File: src/rtl/macc_pkg.sv
// Shared parameters and helpers for the MACC accumulate/requantize stage.
// Latency: n/a (constants and constant functions only).
// Backpressure: n/a.
package macc_pkg;

    // Default datapath geometry: 3x3 kernel, 16-bit products, 8-bit activations.
    localparam int PROD_W_DEF = 16;
    localparam int TAPS_DEF   = 9;
    localparam int ACC_W_DEF  = 24;
    localparam int OUT_W_DEF  = 8;
    localparam int SHIFT_DEF  = 7;

    // Bits needed to count 0..value-1 (0 for value <= 1).
    function automatic int clog2(input int value);
        int res;
        int v;
        res = 0;
        v   = value - 1;
        while (v > 0) begin
            res = res + 1;
            v   = v >> 1;
        end
        return res;
    endfunction

    // Largest signed value representable in out_w bits.
    function automatic longint sat_max(input int out_w);
        return (longint'(1) << (out_w - 1)) - longint'(1);
    endfunction

    // Smallest signed value representable in out_w bits.
    function automatic longint sat_min(input int out_w);
        return -(longint'(1) << (out_w - 1));
    endfunction

endpackage

File: src/rtl/macc_requant.sv
// Round-half-up, optional ReLU and saturation of a window sum to an activation.
// Latency: purely combinational.
// Backpressure: none; the caller registers the result.
module macc_requant
    import macc_pkg::*;
#(
    parameter int ACC_W   = ACC_W_DEF,
    parameter int OUT_W   = OUT_W_DEF,
    parameter int SHIFT   = SHIFT_DEF,
    parameter bit RELU_EN = 1'b0
) (
    input  logic [ACC_W-1:0] sum,
    output logic [OUT_W-1:0] data,
    output logic             sat
);

    // One guard bit so adding the rounding constant never wraps the sum.
    localparam int EXT_W = ACC_W + 1;

    localparam logic signed [EXT_W-1:0] HALF  = EXT_W'(longint'(1) << (SHIFT - 1));
    localparam logic signed [EXT_W-1:0] MAX_V = EXT_W'(sat_max(OUT_W));
    localparam logic signed [EXT_W-1:0] MIN_V = EXT_W'(sat_min(OUT_W));

    logic signed [EXT_W-1:0] ext;
    logic signed [EXT_W-1:0] rnd;
    logic signed [EXT_W-1:0] shifted;
    logic signed [EXT_W-1:0] clamped;

    // Round, then ReLU, then clip; ReLU never counts as a saturation event.
    always_comb begin
        ext     = signed'({sum[ACC_W-1], sum});
        rnd     = ext + HALF;
        shifted = rnd >>> SHIFT;

        clamped = shifted;
        if (RELU_EN && shifted[EXT_W-1]) begin
            clamped = '0;
        end

        data = clamped[OUT_W-1:0];
        sat  = 1'b0;
        if (clamped > MAX_V) begin
            data = MAX_V[OUT_W-1:0];
            sat  = 1'b1;
        end else if (clamped < MIN_V) begin
            data = MIN_V[OUT_W-1:0];
            sat  = 1'b1;
        end
    end

endmodule

File: src/rtl/macc_accum.sv
// Accumulates TAPS signed products plus bias per window and emits a requantized activation.
// Latency: result valid the cycle after the last tap is accepted.
// Backpressure: only the last tap stalls, and only while an unconsumed result is held.
module macc_accum
    import macc_pkg::*;
#(
    parameter int PROD_W  = PROD_W_DEF,
    parameter int TAPS    = TAPS_DEF,
    parameter int ACC_W   = ACC_W_DEF,
    parameter int OUT_W   = OUT_W_DEF,
    parameter int SHIFT   = SHIFT_DEF,
    parameter bit RELU_EN = 1'b0
) (
    input  logic              clk,
    input  logic              rst,
    input  logic [ACC_W-1:0]  bias,
    input  logic              prod_valid,
    input  logic [PROD_W-1:0] prod_in,
    output logic              prod_ready,
    output logic              out_valid,
    input  logic              out_ready,
    output logic [OUT_W-1:0]  out_data,
    output logic [ACC_W-1:0]  out_acc,
    output logic              out_sat
);

    localparam int               CNT_W    = clog2(TAPS);
    localparam logic [CNT_W-1:0] LAST_TAP = CNT_W'(TAPS - 1);

    logic [CNT_W-1:0] tap_cnt;
    logic [ACC_W-1:0] acc;
    logic [ACC_W-1:0] prod_ext;
    logic [ACC_W-1:0] base;
    logic [ACC_W-1:0] sum;
    logic             first_tap;
    logic             last_tap;
    logic             hold;
    logic             xfer;
    logic [OUT_W-1:0] rq_data;
    logic             rq_sat;

    assign prod_ext = {{(ACC_W - PROD_W){prod_in[PROD_W-1]}}, prod_in};

    // Handshake and next-sum; prod_valid only gates state updates, never an output.
    always_comb begin
        first_tap  = (tap_cnt == '0);
        last_tap   = (tap_cnt == LAST_TAP);
        hold       = out_valid && !out_ready;
        prod_ready = !(last_tap && hold);
        xfer       = prod_valid && prod_ready;
        base       = first_tap ? bias : acc;
        sum        = base + prod_ext;
    end

    macc_requant #(
        .ACC_W   (ACC_W),
        .OUT_W   (OUT_W),
        .SHIFT   (SHIFT),
        .RELU_EN (RELU_EN)
    ) u_requant (
        .sum  (sum),
        .data (rq_data),
        .sat  (rq_sat)
    );

    // Tap counter and running sum advance on every accepted product.
    always_ff @(posedge clk) begin
        if (rst) begin
            tap_cnt <= '0;
            acc     <= '0;
        end else if (xfer) begin
            acc     <= sum;
            tap_cnt <= last_tap ? '0 : tap_cnt + 1'b1;
        end
    end

    // Output register: loads on the last tap (even while handing off the old result).
    always_ff @(posedge clk) begin
        if (rst) begin
            out_valid <= 1'b0;
            out_data  <= '0;
            out_acc   <= '0;
            out_sat   <= 1'b0;
        end else if (xfer && last_tap) begin
            out_valid <= 1'b1;
            out_data  <= rq_data;
            out_acc   <= sum;
            out_sat   <= rq_sat;
        end else if (out_valid && out_ready) begin
            out_valid <= 1'b0;
        end
    end

endmodule

File: config.mk
export PLATFORM = sky130hd
export DESIGN_NAME = macc_accum
export DESIGN_NICKNAME = d
export VERILOG_FILES = /design/src/rtl/macc_pkg.sv /design/src/rtl/macc_requant.sv /design/src/rtl/macc_accum.sv
export SDC_FILE = /design/constraint.sdc
export NUM_CORES = 1
export LEC_CHECK = 0
export CAP_MARGIN = 15
export CORE_MARGIN = 5
export CORE_UTILIZATION = 50
export DETAILED_ROUTE_END_ITERATION = 10
export PLACE_DENSITY_LB_ADDON = 0.2
export SYNTH_ARGS = -nofsm -noshare
export SYNTH_HDL_FRONTEND = slang
export SYNTH_SLANG_ARGS = --single-unit
File: constraint.sdc
create_clock -name clk -period 5.85 [get_ports clk]
set_input_delay 0.585 -clock clk [delete_from_list [all_inputs] [get_ports clk]]
set_output_delay 0.585 -clock clk [all_outputs]
set_load 0.02 [all_outputs]
==> results of run 1 <==
[synth_stat cells, types with 7 or more instances]
cell      instances  area share
a211oi_1          9       0.014
a21oi_1          64       0.068
and2_1            7      0.0094
and3_1            7      0.0094
clkbuf_1         19       0.015
dfxtp_1          62        0.27
ha_1             26       0.070
inv_1             7      0.0056
mux2_2           24       0.058
nand2_1         108       0.087
nor2_1           37       0.030
nor3_1           17       0.018
o21ai_0          20       0.021
o22ai_1           7      0.0094
or3_1            10       0.013
xnor2_1          15       0.028
xor2_1            7       0.013
[worst paths after layout]
kind                                         startpoint                        to  cells after the start
worst max-delay path            tap_cnt[0]$_SDFFE_PP0P_  out_data[3]$_SDFFE_PP0P_                     18
worst min-delay path                acc[5]$_SDFFE_PP0P_       acc[5]$_SDFFE_PP0P_                      2
worst max register to register  tap_cnt[0]$_SDFFE_PP0P_  out_data[3]$_SDFFE_PP0P_                     18
worst min register to register      acc[5]$_SDFFE_PP0P_       acc[5]$_SDFFE_PP0P_                      2
[report_power, final]
group,internal (W),switching (W)
sequential,0.000446,0.0000110
clock,0.000239,0.000185
combinational,0.000275,0.000433
[registers in the layout (all words and copies together) (netlist names)]
register   flops
out_sat        1
out_valid      1
out_data       8
acc           24
out_acc       24
tap_cnt        4
[tightest hold or removal path, cell delays in order, from the launching register on]
cell,delay [ns]
dfxtp_1,0.31
nand2_1,0.05
a21oi_1,0.05
[layout make-up]
cell class                 count  share of cell area
multi-input combinational    483               0.571
sequential                    62               0.217
timing repair buffer          84               0.146
tap                          111              0.0243
clock buffer                  10              0.0223
clock inverter                 6              0.0151
inverter                       7             0.00459
[per-stage QoR]
step	std cells	util	total power (W)	worst slack, ns	hold slack (ns)
after CTS	762	0.620	0.00159	0.475	0.457
after detailed placement	746	0.596	0.00116	0.516	0.445
after floorplan	585	-	0.000987	0.562	0.434
after global placement	746	0.596	0.00115	0.700	0.440
final	763	0.622	0.00159	0.450	0.453
after global routing	763	0.622	0.00168	0.0906	0.474
[per-layer routing]
layer | global-route usage | vias to the layer above | part of all wire
met4 | 0.0813 | 0 | 0.020
met3 | 0.0458 | 20 | 0.050
met1 | 0.297 | 2180 | 0.44
met2 | 0.412 | 131 | 0.49
li1 | - | 2256 | -
met5 | 0 | - | 0
[cell families (layout without fill, tap and decap cells)]
kind of cell / Yosys count / after routing / synth area share
simple gates: 237 / 237 / 0.253
compound gates: 169 / 169 / 0.261
flops: 62 / 62 / 0.265
buf+inv: 40 / 107 / 0.0385
fa+ha+maj: 27 / 27 / 0.0738
mux: 27 / 27 / 0.0642
xor+xnor: 23 / 23 / 0.0447
==> reports/metrics.yaml, run 1 <==
layout_common_cells: "nand2_1 (108), clkdlybuf4s50_1 (77), a21oi_1 (64)"
drt_iter0_markers: 282
grt-ovfl-total: 0
clkTransAtPathRegs_ns: 0.08
ant_nets: 0
rsz0062_at_grt: "false"
syn-num-nets: 656
ys_seq_elements: 62
maxSlewHeadroom: 0.312
crit_slowest_cell: "or4_1"
ys_warn_count: 0
path_buf_inv: 2
cap_violations: 0
cp.arrival_ns: 5.60
ios: 79
firstDrtPassIters: 5
synth_edf_count: 0
syn_area_um2: 4680
dr_total_vias: 4587
grt_pass1_wl_mm: 21.9
regToRegSetupSlack_ns: 0.45
multi_input_area_um2: 3270
regArea_um2: 1240
dp_hpwl_mm: 10.1
rows: 35
wirelength_mm: 13.7
num-nets-final: 718
synth.distinct_cells: 84
ys_async_sr_fraction: 0
fin_area_um2: 5720
drive_gt1_frac: 0.143
die_h_um: 107
power_leakage_nw: 2.12
grt_pass1_vias: 4338
hold_viol: 0
hold_class: "flip-flop to flip-flop"
postCtsSetupRepairBufs: 0
die_x_um: 107
status: "completed"
setup_viol: 0
mostFrequentLayoutCell: "nand2_1"
cp-end-kind: "flip-flop"
required_ns: 6.05
worst_slew_pin_slew_ns: 1.03
n_antenna_cell: 0
start_kind: "flip-flop"
fin_crit_sh: 0.923
core_um2: 9200
clkSinkCount: 62
slew_viol_final: 0
clock_latency_ns: 0.34
cts_buffers: 9
drc: 0
ys.flop_type: "dfxtp_1"
crit_fanout: 24
h-tree-depth: 3
dieArea_um2: 11400
crit_chain: "inv_1 > ha_1 > nor3b_2 > buf_4 > mux2_2 > ha_1 > fa_1 > a211oi_2 > o21ai_1 > a22oi_2 > a21boi_2 > nor2_1 > nand4_2 > or4_1 > a211oi_2 > o2111ai_2 > a211oi_4 > o22ai_1"
antenna_found_initial: 0
clockBufferDepth: 2
ir_drop_mv: 0.164
syn_avg_cell_area_um2: 8.00
syn_to_final_growth_pct: 22.2
fillers: 873
fin_skew_ns: 0.00739
wire_per_inst_um: 17.9
start_util: 0.509
min_period_ns: 5.40
post_cts_resized: 0
final.setup.tns_ns: 0
grt_max_degree: 67
synthCells: 585
ys_seq_area_frac: 0.265
critPathKind: "flip-flop to flip-flop"
cts_tree: "built"
place_area_um2: 5490
power_density_nw_per_um2: 278
gp_congestion: 0.869
cts_root_buf: "clkbuf_8"
critPathMaxStageDelay_ns: 0.59
hold_buffers: 0
path_delay_family: "compound AO/OA/AOI/OAI gates"
fmax_mhz: 185
grt_usage: 0.239
numPortBuffers: 78
vias_per_cell: 6.01
No activity file was read; power rests on OpenSTA's default activity.
==> inputs of run 2 (changes only) <==
--- a/config.mk
+++ b/config.mk
@@ -5,6 +5,7 @@
 export SDC_FILE = /design/constraint.sdc
 export NUM_CORES = 1
 export LEC_CHECK = 0
+export ABC_AREA = 1
 export CAP_MARGIN = 15
 export CORE_MARGIN = 5
 export CORE_UTILIZATION = 50
==> reports/metrics.yaml, run 2 <==
status: "completed"  # unchanged
ir_drop_mv: 0.118  # was 0.164 mV
critPathKind: "flip-flop to flip-flop"  # unchanged
wirelength_mm: 14.3  # was 13.7 mm
top_regs: "acc: 24 flops, out_acc: 24 flops, out_data: 8 flops"  # unchanged
synth.top_cell.area_share: 0.239  # was 0.265
ys_seq_area_frac: 0.239  # was 0.265
ios: 79  # unchanged
slew_viol_final: 0  # unchanged
post-synth-top-count-cell: "nand2_1"  # unchanged
crit_slowest_cell: "mux2_2"  # was or4_1
path_delay_family: "simple AND/OR/NAND/NOR gates"  # was compound AO/OA/AOI/OAI gates
fmax_mhz: 229  # was 185 MHz
wire_per_inst_um: 13.4  # was 17.9 um
gp_congestion: 0.942  # was 0.869
final.setup.tns_ns: 0  # unchanged
synth.distinct_cells: 35  # was 84
crit_fanout: 41  # was 24
syn-num-nets: 928  # was 656
start_kind: "flip-flop"  # unchanged
power_density_nw_per_um2: 278  # about the same
num-nets-final: 1000  # was 718
drt_iter0_markers: 401  # was 282
critPathMaxStageDelay_ns: 0.39  # was 0.59 ns
die_h_um: 112  # was 107 um
cap_violations: 0  # unchanged
hold_buffers: 0  # unchanged
crit_top_cell: "nand2_2"
yosys.area.top_type: "dfxtp_1"  # unchanged
post_cts_resized: 0  # unchanged
syn_avg_cell_area_um2: 6.05  # was 8.00 um2
grt_max_degree: 54  # was 67
start_util: 0.507  # was 0.509
fin_crit_sh: 0.747  # was 0.923
clkSinkCount: 62  # unchanged
power_leakage_nw: 3.22  # was 2.12 nW
required_ns: 6.10  # was 6.05 ns
cts_buffers: 9  # unchanged
ys.flop_type: "dfxtp_1"  # unchanged
core_um2: 10200  # was 9200 um2
grt-ovfl-total: 0  # unchanged
cts_root_buf: "clkbuf_8"  # unchanged
rows: 37  # was 35
antenna_found_initial: 0  # unchanged
syn_to_final_growth_pct: 21.6  # was 22.2%
ys_async_sr_fraction: 0  # unchanged
fin_area_um2: 6310  # was 5720 um2
vias_per_cell: 5.09  # was 6.01
mostFrequentLayoutCell: "nand2_1"  # unchanged
grt_pass1_wl_mm: 23.9  # was 21.9 mm
syn_area_um2: 5190  # was 4680 um2
layout_common_cells: "nand2_1 (227), inv_1 (149), nor2_1 (79)"  # was nand2_1 (108), clkdlybuf4s50_1 (77), a21oi_1 (64)
dr_total_vias: 5442  # was 4587
ant_nets: 0  # unchanged
dieArea_um2: 12500  # was 11400 um2
clkTransAtPathRegs_ns: 0.08  # about the same
clockBufferDepth: 2  # unchanged
place_area_um2: 6080  # was 5490 um2
power.total_w: 0.00176  # was 0.00159 W
grt_pass1_vias: 5092  # was 4338
clock_latency_ns: 0.36  # was 0.34 ns
path_buf_inv: 3  # was 2
cp.arrival_ns: 4.62  # was 5.60 ns
rsz0062_at_grt: "false"  # unchanged
ys_warn_count: 0  # unchanged
postCtsSetupRepairBufs: 0  # unchanged
die_x_um: 112  # was 107 um
cts_tree: "built"  # unchanged
synth_edf_count: 0  # unchanged
fin_skew_ns: 0.0114  # was 0.00739 ns
h-tree-depth: 3  # unchanged
firstDrtPassIters: 5  # unchanged
setup_viol: 0  # unchanged
ys_seq_elements: 62  # unchanged
grt_usage: 0.230  # was 0.239
dp_hpwl_mm: 11.2  # was 10.1 mm
netlist_top_cells_count: "nand2_1 (227), inv_1 (149), nor2_1 (79)"  # was nand2_1 (108), a21oi_1 (64), dfxtp_1 (62)
numPortBuffers: 78  # unchanged
maxSlewHeadroom: 0.291  # was 0.312
yosys-top-cells-area: "dfxtp_1 (24%), nand2_1 (16%), inv_1 (11%)"  # was dfxtp_1 (27%), nand2_1 (8.7%), ha_1 (7.0%)
hold_viol: 0  # unchanged
drive_gt1_frac: 0.106  # was 0.143
cp-end-kind: "flip-flop"  # unchanged
min_period_ns: 4.37  # was 5.40 ns
drc: 0  # unchanged
synthCells: 857  # was 585
hold_ws_ns: 0.461  # was 0.453 ns
worst_slew_pin_slew_ns: 1.06  # was 1.03 ns
n_antenna_cell: 0  # unchanged
hold_class: "flip-flop to flip-flop"  # unchanged
## run 2: worst register-to-register path, stage by stage (launching register included)
cell and delay, ns:
dfxtp_1 0.38, inv_1 0.07, ha_1 0.22, nand3_1 0.09, buf_4 0.38, mux2_2 0.41, ha_1 0.37, nand2_1 0.13
nor2_2 0.15, nand3_2 0.11, nand2_2 0.10, nand2_2 0.06, nand2_2 0.09, ha_1 0.15, inv_1 0.06, nor2_1 0.13
nand2_2 0.13, nor2_8 0.20, nand3_2 0.12, nor2_2 0.13, nand3_1 0.11, a21boi_1 0.14, nand3_1 0.09, nand2_1 0.11
nand2_2 0.11, nor2_1 0.17, nor2_1 0.05
## run 2: cell families (layout without fill, tap and decap cells)
group / after synthesis / in the layout / synth area share
compound gates: 130 / 130 / 0.139
buf+inv: 178 / 255 / 0.131
fa+ha+maj: 27 / 27 / 0.0666
simple gates: 442 / 442 / 0.391
xor+xnor: 11 / 11 / 0.0186
mux: 7 / 7 / 0.0150
flops: 62 / 62 / 0.239
## run 2: path summary, 6_finish.rpt
check / from / slack [ns] / to / depth (start not counted)
setup reg to reg: tap_cnt[0]$_SDFFE_PP0P_ / 1.48 / out_data[2]$_SDFFE_PP0P_ / 26
hold / removal: acc[2]$_SDFFE_PP0P_ / 0.46 / acc[2]$_SDFFE_PP0P_ / 2
setup / recovery: tap_cnt[0]$_SDFFE_PP0P_ / 1.48 / out_data[2]$_SDFFE_PP0P_ / 26
hold reg to reg: acc[2]$_SDFFE_PP0P_ / 0.46 / acc[2]$_SDFFE_PP0P_ / 2
## run 2: per-stage QoR
| stage | utilization | setup slack (ns) | cells |
|---|---|---|---|
| floorplan | - | 1.81 | 857 |
| global placement | 0.594 | 1.69 | 1054 |
| detailed placement | 0.594 | 1.61 | 1054 |
| CTS | 0.616 | 1.54 | 1070 |
| global route | 0.616 | 0.990 | 1070 |
| finish | 0.616 | 1.48 | 1070 |
## run 2: area by class of cell
cell class              instances  area [um2]
clock buffers                   9         124
clock inverters                 7         103
fillers                      1041        3930
inverters                     158         593
multi-input cells             617        3270
flip-flops and latches         62        1240
well taps                     136         170
repair buffers                 81         803
## run 2: where the power goes
| group | switching, W | leakage [nW] | internal, W |
|---|---|---|---|
| clock | 0.000197 | 0.117 | 0.000246 |
| sequential | 0.00000834 | 0.506 | 0.000445 |
| combinational | 0.000584 | 2.60 | 0.000275 |
| total | 0.000789 | 3.22 | 0.000966 |
## run 2: routing by layer
metal | global-route usage | wire, um | vias to the layer above
met4 | 0.0860 | 395 | 0
met5 | 0 | 0 | -
met1 | 0.296 | 6480 | 2408
met2 | 0.379 | 6640 | 153
li1 | - | - | 2855
met3 | 0.0489 | 812 | 26
==> inputs of run 3 (changes only) <==
==> constraint.sdc (replaced) <==
create_clock -name clk -period 3.7 [get_ports clk]
set_input_delay 0.37 -clock clk [delete_from_list [all_inputs] [get_ports clk]]
set_output_delay 0.37 -clock clk [all_outputs]
set_load 0.02 [all_outputs]
==> reports/metrics.yaml, run 3 (synthesis results as in run 2) <==
status: "finished, violations left"  # was completed
failed_checks: "setup timing"
maxSlewHeadroom: 0.581  # was 0.291
num-nets-final: 1141  # was 1000
drc: 0  # unchanged
place_area_um2: 6750  # was 6080 um2
wirelength_mm: 21.9  # was 14.3 mm
cap_violations: 0  # unchanged
r2r_cells: 28  # was 26
antenna_found_initial: 0  # unchanged
layout_common_cells: "nand2_1 (168), inv_1 (140), buf_4 (126)"  # was nand2_1 (227), inv_1 (149), nor2_1 (79)
cts_buffers: 9  # unchanged
crit_slowest_cell: "dfxtp_2"  # was mux2_2
p_comb_frac: 0.655  # was 0.490
grt_max_degree: 48  # was 54
critPathMaxStageDelay_ns: 0.33  # was 0.39 ns
mostFrequentLayoutCell: "nand2_1"  # unchanged
clkPwrFrac: 0.164  # was 0.252
fin_crit_sh: 1.07  # was 0.747
worst_slew_pin_slew_ns: 0.627  # was 1.06 ns
wire_per_inst_um: 18.1  # was 13.4 um
rows: 37  # unchanged
fin_cells: 1211  # was 1070
top_regs: "acc: 24 flops, out_acc: 24 flops, out_data: 8 flops"  # unchanged
grt_usage: 0.270  # was 0.230
crit_top_cell: "nand2_1"  # was nand2_2
dr_total_vias: 6945  # was 5442
ant_nets: 0  # unchanged
fillers: 582  # was 1041
swShare: 0.467  # was 0.450
final_core_util: 0.835  # was 0.616
die_x_um: 112  # unchanged
fin_area_um2: 8550  # was 6310 um2
firstDrtPassIters: 7  # was 5
vias_per_cell: 5.73  # was 5.09
start_util: 0.507  # unchanged
power_frac_seq: 0.181  # was 0.258
cts_root_buf: "clkbuf_8"  # unchanged
slew_viol_final: 0  # unchanged
ios: 79  # unchanged
placed_cells: 1141  # was 1054
p_int_w: 0.00212  # was 0.000966 W
hold_depth: 2  # unchanged
grt-ovfl-total: 0  # unchanged
ir_drop_mv: 0.317  # was 0.118 mV
hold_ws_ns: 0.477  # was 0.461 ns
dieArea_um2: 12500  # unchanged
required_ns: 4.00  # was 6.10 ns
rsz0062_at_grt: "true"  # was false
crit_fanout: 8  # was 41
cp-end-kind: "flip-flop"  # unchanged
core_um2: 10200  # unchanged
drive_gt1_frac: 0.389  # was 0.106
final.setup.tns_ns: -1.84  # was 0 ns
power_leakage_nw: 4.15  # was 3.22 nW
fmax_mhz: 252  # was 229 MHz
drt_iter0_markers: 624  # was 401
cp.arrival_ns: 4.27  # was 4.62 ns
setup_viol: 9  # was 0
cts_tree: "built"  # unchanged
syn_to_final_growth_pct: 64.8  # was 21.6%
power_density_nw_per_um2: 466  # was 278 nW/um2
critPathKind: "flip-flop to flip-flop"  # unchanged
clockBufferDepth: 2  # unchanged
clkTransAtPathRegs_ns: 0.08  # about the same
n_antenna_cell: 0  # unchanged
min_period_ns: 3.97  # was 4.37 ns
hold_viol: 0  # unchanged
h-tree-depth: 3  # unchanged
dp_hpwl_mm: 12.4  # was 11.2 mm
grt_pass1_wl_mm: 27.8  # was 23.9 mm
gp_congestion: 0.941  # was 0.942
die_h_um: 112  # unchanged
start_kind: "flip-flop"  # unchanged
layout_setup_ws_ns: -0.273  # was 1.48 ns
clkSinkCount: 62  # unchanged
switchingPower_w: 0.00186  # was 0.000789 W
grt_pass1_vias: 5964  # was 5092
fin_skew_ns: 0.00924  # was 0.0114 ns
clock_latency_ns: 0.37  # was 0.36 ns
hold_class: "flip-flop to flip-flop"  # unchanged
numPortBuffers: 78  # unchanged
run 3: cell count changes in the layout (fill, tap and decap cells not counted), moves of 11 or more:
| cell | change |
|---|---|
| buf_6 | +11 |
| nor2_1 | -37 |
| ha_1 | -21 |
| nor2_2 | +18 |
| a21oi_1 | -26 |
| a21oi_2 | +20 |
| nand2_2 | +31 |
| nor2_4 | +19 |
| nand3_1 | -19 |
| nand2_1 | -59 |
| ha_4 | +17 |
| buf_4 | +123 |
| nand2_4 | +28 |
run 3: final timing paths:
kind / start / to / slack (ns)
min reg2reg: out_data[7]$_SDFFE_PP0P_ / out_data[7]$_SDFFE_PP0P_ / 0.48
min: out_data[7]$_SDFFE_PP0P_ / out_data[7]$_SDFFE_PP0P_ / 0.48
max reg2reg: tap_cnt[1]$_SDFFE_PP0P_ / out_data[4]$_SDFFE_PP0P_ / -0.27
max: tap_cnt[1]$_SDFFE_PP0P_ / out_data[4]$_SDFFE_PP0P_ / -0.27
run 3: area by class of cell:
cell class              count  area [um2]  area share
well taps                 136         170      0.0199
clock buffers              10         138      0.0161
multi-input cells         618        4340       0.508
repair buffers            221        1990       0.232
flip-flops and latches     62        1240       0.146
clock inverters             6        68.8     0.00805
inverters                 158         598      0.0700
run 3: power by group through the flow:
| stage | combinational, W | sequential (W) | clock (W) |
|---|---|---|---|
| after floorplan | 0.00102 | 0.000728 | 0 |
| after global placement | 0.00167 | 0.000732 | 0 |
| after detailed placement | 0.00169 | 0.000733 | 0 |
| after CTS | 0.00187 | 0.000718 | 0.000650 |
| after global routing | 0.00276 | 0.000721 | 0.000679 |
| final | 0.00261 | 0.000720 | 0.000653 |
run 3: metal layers:
| metal | global-route usage | wire length, um | up-vias |
|---|---|---|---|
| li1 | - | - | 3160 |
| met1 | 0.323 | 7900 | 3184 |
| met2 | 0.459 | 10600 | 452 |
| met3 | 0.0522 | 1830 | 149 |
| met4 | 0.136 | 1630 | 0 |
| met5 | 0 | 0 | - |
run 3: per-stage QoR:
stage / total power (W) / setup WS, ns
final: 0.00398 / -0.273
after global routing: 0.00417 / -0.411
after detailed placement: 0.00242 / -0.263
after floorplan: 0.00175 / 0.0206
after CTS: 0.00323 / 0.00329
after global placement: 0.00241 / -0.187
run 3: repair_timing:
action                     4_1_cts  5_1_grt
buffers inserted                12       40
pin swaps                       27      100
hold buffers                     0        0
cloned                           3        0
setup endpoints to repair        9        9
gates resized for setup         49      220
run 3: worst max-delay path: cells and delay by family, from the launching register on:
family	cells	cell delay (ns)
compound gates	2	0.26
fa+ha+maj	2	0.41
buf+inv	5	0.67
flops	1	0.33
simple gates	19	2.20
==> patch: new RTL, config.mk and constraints of run 2 <==
`TAPS_DEF`: 9 -> 18.
--- a/src/rtl/macc_pkg.sv
+++ b/src/rtl/macc_pkg.sv
@@ -6,5 +6,5 @@
     // Default datapath geometry: 3x3 kernel, 16-bit products, 8-bit activations.
     localparam int PROD_W_DEF = 16;
-    localparam int TAPS_DEF   = 9;
+    localparam int TAPS_DEF   = 18;
     localparam int ACC_W_DEF  = 24;
     localparam int OUT_W_DEF  = 8;
Behaviour: not the same (Yosys sat finds a counterexample within 10 cycles, from zero or initial values and one cycle with rst high).
==> patch against run 2 <==
- synthesized area rose by 1.4%
- worst setup slack gained 77 ps
- largest cell class unchanged
- total power grew 2.4%
- wire length grew 4.3%
- first-iteration DRC count decreased by 8.5%
- sequential cell count is 1 higher
- cell area is 2.1% higher
- critical path depth is 1 higher
- via count grew 1.5%
==> patch: results <==
metrics = {
    "run_status": {
        "status": "complete, no violations",
    },
    "sta": {
        "fin_skew_ps": 15.8,
        "whs_ps": 460,
        "relSlewSlack_pct": 36.3,
    },
    "cells_and_area": {
        "fillerInstances": 1020,
        "largestRegisters": "acc: 24 flops, out_acc: 24 flops, out_data: 8 flops",
        "layout.nets": 1025,
        "drive_above_1_share_pct": 10.4,
    },
    "clock_network": {
        "cts_resized": 0,
        "htree_levels": 3,
        "path_clk_slew_ps": 90,
        "cts_buffers": 9,
        "clk_root_buffer_cell": "clkbuf_8",
    },
    "setup_path": {
        "slowest_delay_ps": 460,
        "reg2reg_slack_ps": 1550,
        "cp_max_fo": 23,
        "rr_worst_depth": 27,
        "cp_slowest_cell": "mux2_2",
        "setup.worst_path.start": "tap_cnt[1]$_SDFFE_PP0P_",
        "critPathArrivalTime_ps": 4550,
        "endpoint": "out_data[1]$_SDFFE_PP0P_",
    },
    "routing": {
        "drt-met1-wl_um": 6900,
        "avgViaCountPerCell": 5.06,
        "wirelength_um": 14900,
        "dr.first_iter.drc_count": 367,
        "wl_met3_um": 853,
        "wl_met2_um": 6870,
    },
    "logic_synthesis": {
        "synthTopCellsByCount": "237 x nand2_1, 144 x inv_1, 86 x nor2_1, 65 x a21oi_1, 63 x dfxtp_1",
        "muxShareOfSynthArea_pct": 1.28,
        "synth.distinct_cells": 32,
        "synth.net_count": 952,
        "synth_fa_ha_area_share_pct": 7.04,
        "synth_compound_area_share_pct": 13.7,
        "yosysSeqAreaShare_pct": 24.0,
        "synthTopCellsByArea": "dfxtp_1 24%, nand2_1 17%, inv_1 10%",
        "synthXorXnorAreaFrac_pct": 1.83,
    },
    "hold_path": {
        "worstHoldPathType": "reg2reg",
        "min_from": "acc[0]$_SDFFE_PP0P_",
        "hold_end": "acc[0]$_SDFFE_PP0P_",
        "worst_hold_path.num_cells": 2,
    },
    "placement": {
        "dp_hpwl_um": 11700,
        "placed_area_sq_um": 6170,
        "place.gp.congestion": 0.910,
    },
    "power": {
        "p_leak_uw": 0.00328,
        "vdd_drop_max_v": 0.000156,
    },
    "grt": {
        "grt_pass1_wl_um": 25200,
        "met3_usage_pct": 3.61,
        "antenna_found_initial": 0,
        "use_met1_pct": 31.7,
        "use_met2_pct": 40.3,
        "grt_pass1_vias": 5304,
        "grt_max_degree": 56,
        "track_usage_pct": 24.1,
    },
    "flow_run": {
        "max_cap_violations": 0,
    },
}
==> patch: cell types whose count changed after synthesis, sizes merged, moves of 3 or more <==
cell	change
nand4	-5
nor2	+7
o21ai	+3
nand2	+6
nand3	+5
inv	+3
==> patch: power by group <==
| group | switching (uW) | total [uW] | internal (uW) |
|---|---|---|---|
| logic | 578 | 846 | 269 |
| clock network | 205 | 493 | 288 |
| registers | 7.67 | 458 | 451 |
==> patch: per-stage QoR <==
stage	cells	setup slack, ps
2_1_floorplan	879	1850
3_3_place_gp	1076	1630
3_5_place_dp	1076	1590
4_1_cts	1092	1560
5_1_grt	1093	1060
6_report	1093	1550
==> patch: area by class of cell <==
type | count | area, sq um | area share, %
well taps | 136 | 170 | 2.64
multi-input cells | 634 | 3330 | 51.7
clock buffers | 9 | 124 | 1.92
flip-flops and latches | 63 | 1260 | 19.6
inverters | 162 | 608 | 9.44
clock inverters | 7 | 125 | 1.94
repair buffers | 82 | 823 | 12.8
